==> src/rtl/operand_issue_if.sv <==
// Handshake and bus bundle for the operand_issue stage: upstream instruction
// channel, writeback port, and the single-slot output toward the ALU.
interface operand_issue_if #(
    parameter int unsigned DATA_W = 8,
    parameter int unsigned REG_N  = 8
);
    localparam int unsigned AW = $clog2(REG_N);

    // Upstream instruction channel
    logic              in_valid_i;
    logic              in_ready_o;
    logic [2:0]        in_opcode_i;
    logic [AW-1:0]     in_rs_addr_i;
    logic [AW-1:0]     in_rt_addr_i;
    logic [AW-1:0]     in_rd_addr_i;

    // Writeback port into the register file
    logic              wb_en_i;
    logic [AW-1:0]     wb_addr_i;
    logic [DATA_W-1:0] wb_data_i;

    // Output slot toward the ALU
    logic              out_valid_o;
    logic              out_ready_i;
    logic [DATA_W-1:0] rs_o;
    logic [DATA_W-1:0] rt_o;
    logic [2:0]        opcode_o;
    logic [AW-1:0]     rd_addr_o;

    // Performance counter
    logic [7:0]        issue_count_o;

    // Environment side: drives instructions, writebacks and downstream ready
    modport master (
        output in_valid_i, in_opcode_i, in_rs_addr_i, in_rt_addr_i, in_rd_addr_i,
        output wb_en_i, wb_addr_i, wb_data_i,
        output out_ready_i,
        input  in_ready_o, out_valid_o, rs_o, rt_o, opcode_o, rd_addr_o, issue_count_o
    );

    // Stage side
    modport slave (
        input  in_valid_i, in_opcode_i, in_rs_addr_i, in_rt_addr_i, in_rd_addr_i,
        input  wb_en_i, wb_addr_i, wb_data_i,
        input  out_ready_i,
        output in_ready_o, out_valid_o, rs_o, rt_o, opcode_o, rd_addr_o, issue_count_o
    );
endinterface

==> src/rtl/operand_issue.sv <==
// Operand-fetch / issue stage ahead of the 8-bit ALU. Holds the register
// file, reads two sources with same-cycle writeback bypass, and registers the
// issued instruction into a single output slot. Counts accepted instructions.
module operand_issue #(
    parameter int unsigned DATA_W = 8,
    parameter int unsigned REG_N  = 8
) (
    input logic             clk_i,
    input logic             rst_n_i,
    operand_issue_if.slave  bus
);
    localparam int unsigned AW = $clog2(REG_N);

    logic [DATA_W-1:0] regs [REG_N];

    logic              slot_valid;
    logic [DATA_W-1:0] slot_rs;
    logic [DATA_W-1:0] slot_rt;
    logic [2:0]        slot_opcode;
    logic [AW-1:0]     slot_rd;
    logic [7:0]        issue_count;

    logic              ready;
    logic              acc;
    logic              wb_write;
    logic [DATA_W-1:0] rs_operand;
    logic [DATA_W-1:0] rt_operand;

    // Handshake: a full slot can still accept when it drains this cycle
    always_comb begin
        ready    = ~slot_valid | bus.out_ready_i;
        acc      = bus.in_valid_i & ready;
        wb_write = bus.wb_en_i & (bus.wb_addr_i != '0);
    end

    // Source operand selection: r0 reads zero, otherwise bypass a matching writeback
    always_comb begin
        rs_operand = '0;
        rt_operand = '0;
        if (bus.in_rs_addr_i != '0) begin
            if (wb_write && bus.wb_addr_i == bus.in_rs_addr_i)
                rs_operand = bus.wb_data_i;
            else
                rs_operand = regs[bus.in_rs_addr_i];
        end
        if (bus.in_rt_addr_i != '0) begin
            if (wb_write && bus.wb_addr_i == bus.in_rt_addr_i)
                rt_operand = bus.wb_data_i;
            else
                rt_operand = regs[bus.in_rt_addr_i];
        end
    end

    // Register file write port; r0 is never written so it stays zero
    always_ff @(posedge clk_i or negedge rst_n_i) begin
        if (!rst_n_i) begin
            regs <= '{default: '0};
        end else if (wb_write) begin
            regs[bus.wb_addr_i] <= bus.wb_data_i;
        end
    end

    // Output slot: capture on accept, empty on drain without a replacement
    always_ff @(posedge clk_i or negedge rst_n_i) begin
        if (!rst_n_i) begin
            slot_valid  <= 1'b0;
            slot_rs     <= '0;
            slot_rt     <= '0;
            slot_opcode <= '0;
            slot_rd     <= '0;
        end else if (acc) begin
            slot_valid  <= 1'b1;
            slot_rs     <= rs_operand;
            slot_rt     <= rt_operand;
            slot_opcode <= bus.in_opcode_i;
            slot_rd     <= bus.in_rd_addr_i;
        end else if (bus.out_ready_i && slot_valid) begin
            slot_valid  <= 1'b0;
        end
    end

    // Issue counter, wraps modulo 256
    always_ff @(posedge clk_i or negedge rst_n_i) begin
        if (!rst_n_i) begin
            issue_count <= '0;
        end else if (acc) begin
            issue_count <= issue_count + 8'd1;
        end
    end

    assign bus.in_ready_o    = ready;
    assign bus.out_valid_o   = slot_valid;
    assign bus.rs_o          = slot_rs;
    assign bus.rt_o          = slot_rt;
    assign bus.opcode_o      = slot_opcode;
    assign bus.rd_addr_o     = slot_rd;
    assign bus.issue_count_o = issue_count;
endmodule

==> src/flat_wrapper.sv <==
// flat-port wrapper written by rule: the top's interface ports become plain ports
module operand_issue_flat 
#(
    parameter int unsigned DATA_W = 8,
    parameter int unsigned REG_N  = 8
)
  (clk_i, rst_n_i, bus_in_valid_i, bus_in_opcode_i, bus_in_rs_addr_i, bus_in_rt_addr_i, bus_in_rd_addr_i, bus_wb_en_i, bus_wb_addr_i, bus_wb_data_i, bus_out_ready_i, bus_in_ready_o, bus_out_valid_o, bus_rs_o, bus_rt_o, bus_opcode_o, bus_rd_addr_o, bus_issue_count_o);
  operand_issue_if #(.DATA_W(DATA_W), .REG_N(REG_N)) bus_i ();
  input logic clk_i;
  input logic rst_n_i;
  input wire logic [$bits(bus_i.in_valid_i)-1:0] bus_in_valid_i;
  input wire logic [$bits(bus_i.in_opcode_i)-1:0] bus_in_opcode_i;
  input wire logic [$bits(bus_i.in_rs_addr_i)-1:0] bus_in_rs_addr_i;
  input wire logic [$bits(bus_i.in_rt_addr_i)-1:0] bus_in_rt_addr_i;
  input wire logic [$bits(bus_i.in_rd_addr_i)-1:0] bus_in_rd_addr_i;
  input wire logic [$bits(bus_i.wb_en_i)-1:0] bus_wb_en_i;
  input wire logic [$bits(bus_i.wb_addr_i)-1:0] bus_wb_addr_i;
  input wire logic [$bits(bus_i.wb_data_i)-1:0] bus_wb_data_i;
  input wire logic [$bits(bus_i.out_ready_i)-1:0] bus_out_ready_i;
  output wire logic [$bits(bus_i.in_ready_o)-1:0] bus_in_ready_o;
  output wire logic [$bits(bus_i.out_valid_o)-1:0] bus_out_valid_o;
  output wire logic [$bits(bus_i.rs_o)-1:0] bus_rs_o;
  output wire logic [$bits(bus_i.rt_o)-1:0] bus_rt_o;
  output wire logic [$bits(bus_i.opcode_o)-1:0] bus_opcode_o;
  output wire logic [$bits(bus_i.rd_addr_o)-1:0] bus_rd_addr_o;
  output wire logic [$bits(bus_i.issue_count_o)-1:0] bus_issue_count_o;
  assign bus_i.in_valid_i = bus_in_valid_i;
  assign bus_i.in_opcode_i = bus_in_opcode_i;
  assign bus_i.in_rs_addr_i = bus_in_rs_addr_i;
  assign bus_i.in_rt_addr_i = bus_in_rt_addr_i;
  assign bus_i.in_rd_addr_i = bus_in_rd_addr_i;
  assign bus_i.wb_en_i = bus_wb_en_i;
  assign bus_i.wb_addr_i = bus_wb_addr_i;
  assign bus_i.wb_data_i = bus_wb_data_i;
  assign bus_i.out_ready_i = bus_out_ready_i;
  assign bus_in_ready_o = bus_i.in_ready_o;
  assign bus_out_valid_o = bus_i.out_valid_o;
  assign bus_rs_o = bus_i.rs_o;
  assign bus_rt_o = bus_i.rt_o;
  assign bus_opcode_o = bus_i.opcode_o;
  assign bus_rd_addr_o = bus_i.rd_addr_o;
  assign bus_issue_count_o = bus_i.issue_count_o;
  operand_issue #(.DATA_W(DATA_W), .REG_N(REG_N)) u_core (.clk_i(clk_i), .rst_n_i(rst_n_i), .bus(bus_i));
endmodule
==> config.mk <==
export PLATFORM = sky130hd
export DESIGN_NAME = operand_issue_flat
export DESIGN_NICKNAME = d
export VERILOG_FILES = /design/src/rtl/operand_issue_if.sv /design/src/rtl/operand_issue.sv /design/src/flat_wrapper.sv
export SDC_FILE = /design/constraint.sdc
export NUM_CORES = 1
export LEC_CHECK = 0
export CAP_MARGIN = 20
export CORE_MARGIN = 5
export CORE_UTILIZATION = 56
export DETAILED_ROUTE_END_ITERATION = 10
export GPL_TIMING_DRIVEN = 0
export PLACE_DENSITY_LB_ADDON = 0.08
export SLEW_MARGIN = 25
export SYNTH_ARGS = -nofsm -noshare
export SYNTH_HDL_FRONTEND = slang
export SYNTH_SLANG_ARGS = --single-unit
export TNS_END_PERCENT = 20
==> constraint.sdc <==
create_clock -name clk_i -period 1.6 [get_ports clk_i]
set_input_delay 0.24 -clock clk_i [delete_from_list [all_inputs] [get_ports clk_i]]
set_output_delay 0.24 -clock clk_i [all_outputs]
set_load 0.1 [all_outputs]
==> impl_results.html <==
<table>
<tr><th>Metric</th><th>Value</th></tr>
<tr><th colspan="2">Setup path</th></tr>
<tr><td>Arrival time of the worst setup path</td><td>1900 ps</td></tr>
<tr><td>Source of the critical timing path</td><td>bus_in_rt_addr_i[2]</td></tr>
<tr><td>Slack of the worst reg-to-reg path</td><td>20 ps</td></tr>
<tr><td>R2R Path Start</td><td>u_core.regs[54]$_DFFE_PN0P_</td></tr>
<tr><td>Crit path launch type</td><td>primary input</td></tr>
<tr><td>Worst Reg2Reg Path Length in Cells</td><td>4</td></tr>
<tr><td>Highest fanout seen on the critical path</td><td>9</td></tr>
<tr><td>Endpoint of the most critical setup path</td><td>u_core.bus.rt_o[2]$_DFFE_PN0P_</td></tr>
<tr><td>Required time worst endpoint</td><td>1900 ps</td></tr>
<tr><td>Critical Path Sink Type</td><td>flip-flop</td></tr>
<tr><td>End of the worst register-to-register path</td><td>u_core.bus.rt_o[6]$_DFFE_PN0P_</td></tr>
<tr><td>Category of the critical setup timing path</td><td>in -&gt; reg</td></tr>
<tr><th colspan="2">Finish</th></tr>
<tr><td>Final Instance Count excl. Fillers</td><td>504</td></tr>
<tr><td>Final cell utilization of the core</td><td>between 60% and 70%</td></tr>
<tr><td>Filler cells</td><td>580</td></tr>
<tr><td>Final Instance Area</td><td>5820 sq um</td></tr>
<tr><td>Area added between synthesis and finish</td><td>19.4%</td></tr>
<tr><td>Net count reported at finish</td><td>420</td></tr>
<tr><td>Diodes inserted</td><td>0</td></tr>
<tr><td>Proportion of layout cells with a drive suffix above 1</td><td>34.6%</td></tr>
<tr><th colspan="2">Route</th></tr>
<tr><td>Total length of routed wires</td><td>11.9 mm</td></tr>
<tr><td>Drt drc</td><td>0</td></tr>
<tr><td>Detailed-router iteration count before antenna repair</td><td>4</td></tr>
<tr><td>Remaining antenna violation count after routing</td><td>0</td></tr>
<tr><td>Count of vias placed by the detailed router</td><td>between 3000 and 4000</td></tr>
<tr><td>Mean number of vias per cell</td><td>6.28</td></tr>
<tr><td>Wirelength per Cell</td><td>23.6 microns</td></tr>
<tr><td>First DRT Iteration DRCs</td><td>195</td></tr>
<tr><th colspan="2">STA</th></tr>
<tr><td>Period utilization</td><td>100%</td></tr>
<tr><td>Final setup fails</td><td>0</td></tr>
<tr><td>RSZ-0062 raised after global routing</td><td>yes</td></tr>
<tr><td>Clock tree skew after final layout</td><td>8.49 ps</td></tr>
<tr><td>Minimum clock period after layout</td><td>1600 ps</td></tr>
<tr><td>Setup slack after layout</td><td>roughly 0.22 ps</td></tr>
<tr><td>Worst hold margin</td><td>337 ps</td></tr>
<tr><td>Hold violation total from the final report</td><td>0</td></tr>
<tr><td>Setup TNS</td><td>0 ps</td></tr>
<tr><td>Maximum clock frequency</td><td>0.625 GHz</td></tr>
<tr><td>Number of max-slew violations in the final report</td><td>0</td></tr>
<tr><td>Max-slew headroom</td><td>between 30% and 40%</td></tr>
<tr><td>Worst Max-Slew Pin Slew</td><td>1010 ps</td></tr>
<tr><th colspan="2">Global route</th></tr>
<tr><td>Number of global-route vias before repair</td><td>3288</td></tr>
<tr><td>Aggregate global-route resource usage</td><td>23.7%</td></tr>
<tr><td>GR Util met1</td><td>30.3%</td></tr>
<tr><td>Global Route met3 Usage</td><td>between 3 and 4%</td></tr>
<tr><td>Met2 track utilization from global routing</td><td>40.7%</td></tr>
<tr><td>Maximum number of pins on one net before global-route repair</td><td>60</td></tr>
<tr><td>Global routing's busiest layer</td><td>met2</td></tr>
<tr><td>Congestion Overflow GR</td><td>0</td></tr>
<tr><td>First-pass GRT wire length</td><td>between 15 and 20 mm</td></tr>
<tr><td>Antenna violations before repair</td><td>0</td></tr>
<tr><th colspan="2">Clock network</th></tr>
<tr><td>Maximum buffer depth of the clock tree</td><td>2</td></tr>
<tr><td>Cell chosen for the clock root</td><td>clkbuf_8</td></tr>
<tr><td>Clock buffer count from CTS</td><td>9</td></tr>
<tr><td>H-tree levels</td><td>3</td></tr>
<tr><td>Number of clock sinks</td><td>95</td></tr>
<tr><td>Source-to-sink clock delay at the later pin of the worst-skew pair</td><td>approximately 360 ps</td></tr>
<tr><td>CTS tree</td><td>built</td></tr>
<tr><td>Clock-pin slew of the registers on the worst-case setup and hold paths</td><td>100 ps</td></tr>
<tr><th colspan="2">Floorplanning</th></tr>
<tr><td>Core region area</td><td>around 8600 sq um</td></tr>
<tr><td>Die Y</td><td>103 microns</td></tr>
<tr><td>Initial cell density of the core</td><td>56.7%</td></tr>
<tr><td>Boundary pin count</td><td>60</td></tr>
<tr><td>Area of the die</td><td>10700 sq um</td></tr>
<tr><td>Number of cell rows</td><td>34</td></tr>
<tr><td>Die Span X</td><td>103 microns</td></tr>
<tr><th colspan="2">Synth</th></tr>
<tr><td>Number of instances in the synthesized netlist</td><td>324</td></tr>
<tr><td>Post-Syn Area</td><td>~4900 sq um</td></tr>
<tr><td>Count of yosys warnings during synthesis</td><td>0</td></tr>
<tr><td>Synthesized flop and latch total</td><td>95</td></tr>
<tr><td>Post-Syn Nets</td><td>353</td></tr>
<tr><td>Synthesized area per cell</td><td>about 15 sq um</td></tr>
<tr><td>Share of the yosys chip area belonging to registers</td><td>48.8%</td></tr>
<tr><td>Number of different library cells in the post-synthesis netlist</td><td>33</td></tr>
<tr><th colspan="2">Power and ir drop</th></tr>
<tr><td>Leakage dissipation</td><td>2.51 nW</td></tr>
<tr><td>Worst supply voltage drop on vdd</td><td>0.926 mV</td></tr>
<tr><td>Post-layout total power</td><td>8.19 mW</td></tr>
<tr><td>PwrDens</td><td>between 1000 and 1500 nW/um^2</td></tr>
<tr><th colspan="2">Hold path</th></tr>
<tr><td>Worst Hold Class</td><td>in -&gt; async</td></tr>
<tr><th colspan="2">Placement</th></tr>
<tr><td>Placed inst area</td><td>approximately 5600 sq um</td></tr>
<tr><td>Buffers on Ports</td><td>51</td></tr>
<tr><td>Final GP Congestion</td><td>0.807</td></tr>
<tr><td>Pre-CTS setup slack</td><td>-708 ps</td></tr>
<tr><td>Hpwl dp</td><td>7.71 mm</td></tr>
<tr><td>Number of cells after detailed placement</td><td>484</td></tr>
<tr><th colspan="2">Outcome</th></tr>
<tr><td>Status</td><td>finished, final reports clean</td></tr>
<tr><th colspan="2">Run</th></tr>
<tr><td>Max-cap check violation count</td><td>0</td></tr>
</table>
## state kept, by name (all words and copies together) (netlist names)
name / count
u_core.regs: 64
u_core.bus.out_valid_o: 1
u_core.bus.issue_count_o: 8
u_core.bus.rs_o: 8
u_core.bus.opcode_o: 3
u_core.bus.rt_o: 8
u_core.bus.rd_addr_o: 3
## layer usage
layer | part of all wire (%) | vias up
met5 | 0 | -
met4 | 2.1 | 0
met3 | 6.3 | 23
met2 | 52 | 118
met1 | 40 | 1631
li1 | - | 1391
## critical path, stage by stage
cell	delay [ps]
dlygate4sd2_1	290
xor2_1	190
nor4_4	610
o311a_4	420
a221o_1	160
## synth_stat cells
master,instances,share of area (%)
a221o_1,14,2.9
and2_2,1,0.15
and3_1,1,0.13
and4_1,1,0.18
buf_12,2,0.82
buf_2,4,0.41
buf_4,5,0.77
buf_6,4,0.92
clkbuf_1,12,0.92
dfrtp_1,95,49
dlygate4sd1_1,1,0.18
ha_1,1,0.26
mux2_1,24,5.5
mux2_2,34,7.9
mux2i_1,16,3.3
mux4_1,20,11
mux4_2,12,5.5
nand2_1,27,2.1
nand2_2,1,0.13
nand2b_1,2,0.26
nand4_1,4,0.51
nand4b_1,3,0.54
nor2_1,1,0.077
nor3_1,14,1.4
nor3_2,1,0.21
nor4_4,2,0.87
nor4bb_1,2,0.41
o21ai_1,2,0.21
o311a_2,2,0.46
o311ai_2,2,0.67
o31ai_4,1,0.44
xnor2_1,6,1.1
xor2_1,7,1.3
## kinds of logic (layout without fill, tap and decap cells)
kind of cell | count (synthesis) | after routing | share of synthesized area [%]
multiplexers | 106 | 106 | 33.0
flip-flops | 95 | 95 | 48.8
AND/OR/NAND/NOR | 60 | 60 | 6.98
buffers and inverters | 28 | 100 | 4.03
AO/OA/AOI/OAI | 21 | 21 | 4.64
XOR/XNOR | 13 | 13 | 2.34
adder cells (fa/ha/maj) | 1 | 1 | 0.257
## power breakdown
part	switching [mW]	internal, mW
clock network	0.855	0.882
registers	0.388	2.92
logic	2.11	1.04
total	3.35	4.84
## cell usage in the layout, fill, tap and decap left out, types with 2 or more instances in the layout
cell             count
mux2i_1             15
clkdlybuf4s15_2     22
nand2_1             27
clkinvlp_4           3
mux4_1              14
mux2_1              24
nand4_1              4
nand4b_1             3
clkdlybuf4s50_1     16
a221o_1             14
nor4bb_1             2
dfrtp_2              4
mux4_2              18
clkdlybuf4s18_2      3
dlygate4sd2_1        2
clkbuf_2             2
nor4_4               2
xnor2_1              6
buf_6                4
buf_12               3
mux2_2              33
nor3_1              14
o21ai_1              2
xor2_1               7
dfrtp_1             90
o311a_4              2
clkbuf_8             9
o311ai_2             2
clkbuf_1            13
bufinv_16            2
buf_2                9
buf_4               10
## what timing repair did
item	CTS	global route
resized for setup	104	19
gates cloned	0	0
endpoints found under the setup margin	48	23
endpoints found under the hold margin	36	0
pin swaps	2	1
hold buffers	1	0
buffers inserted	0	3
## how the worst min path moves through the flow
stage	start	to	slack [ps]	depth (start not counted)
5_1_grt	rst_n_i	u_core.regs[29]$_DFFE_PN0P_	380	2
2_1_floorplan	rst_n_i	u_core.bus.issue_count_o[0]$_DFFE_PN0P_	-60	0
3_3_place_gp	u_core.regs[62]$_DFFE_PN0P_	u_core.regs[62]$_DFFE_PN0P_	450	1
6_report	rst_n_i	u_core.regs[61]$_DFFE_PN0P_	340	2
3_5_place_dp	rst_n_i	u_core.regs[61]$_DFFE_PN0P_	170	1
4_1_cts	rst_n_i	u_core.regs[61]$_DFFE_PN0P_	340	2
## final cells by class
| class | count | area (sq um) | area share, % |
|---|---|---|---|
| Multi-Input combinational cell | 201 | 2320 | 39.8 |
| Timing Repair Buffer | 56 | 564 | 9.69 |
| Clock buffer | 11 | 131 | 2.26 |
| Tap cell | 108 | 135 | 2.32 |
| Clock inverter | 5 | 82.6 | 1.42 |
| Buffer | 28 | 205 | 3.53 |
| Sequential cell | 95 | 2390 | 41.0 |
No activity file was read; power rests on OpenSTA's default activity.
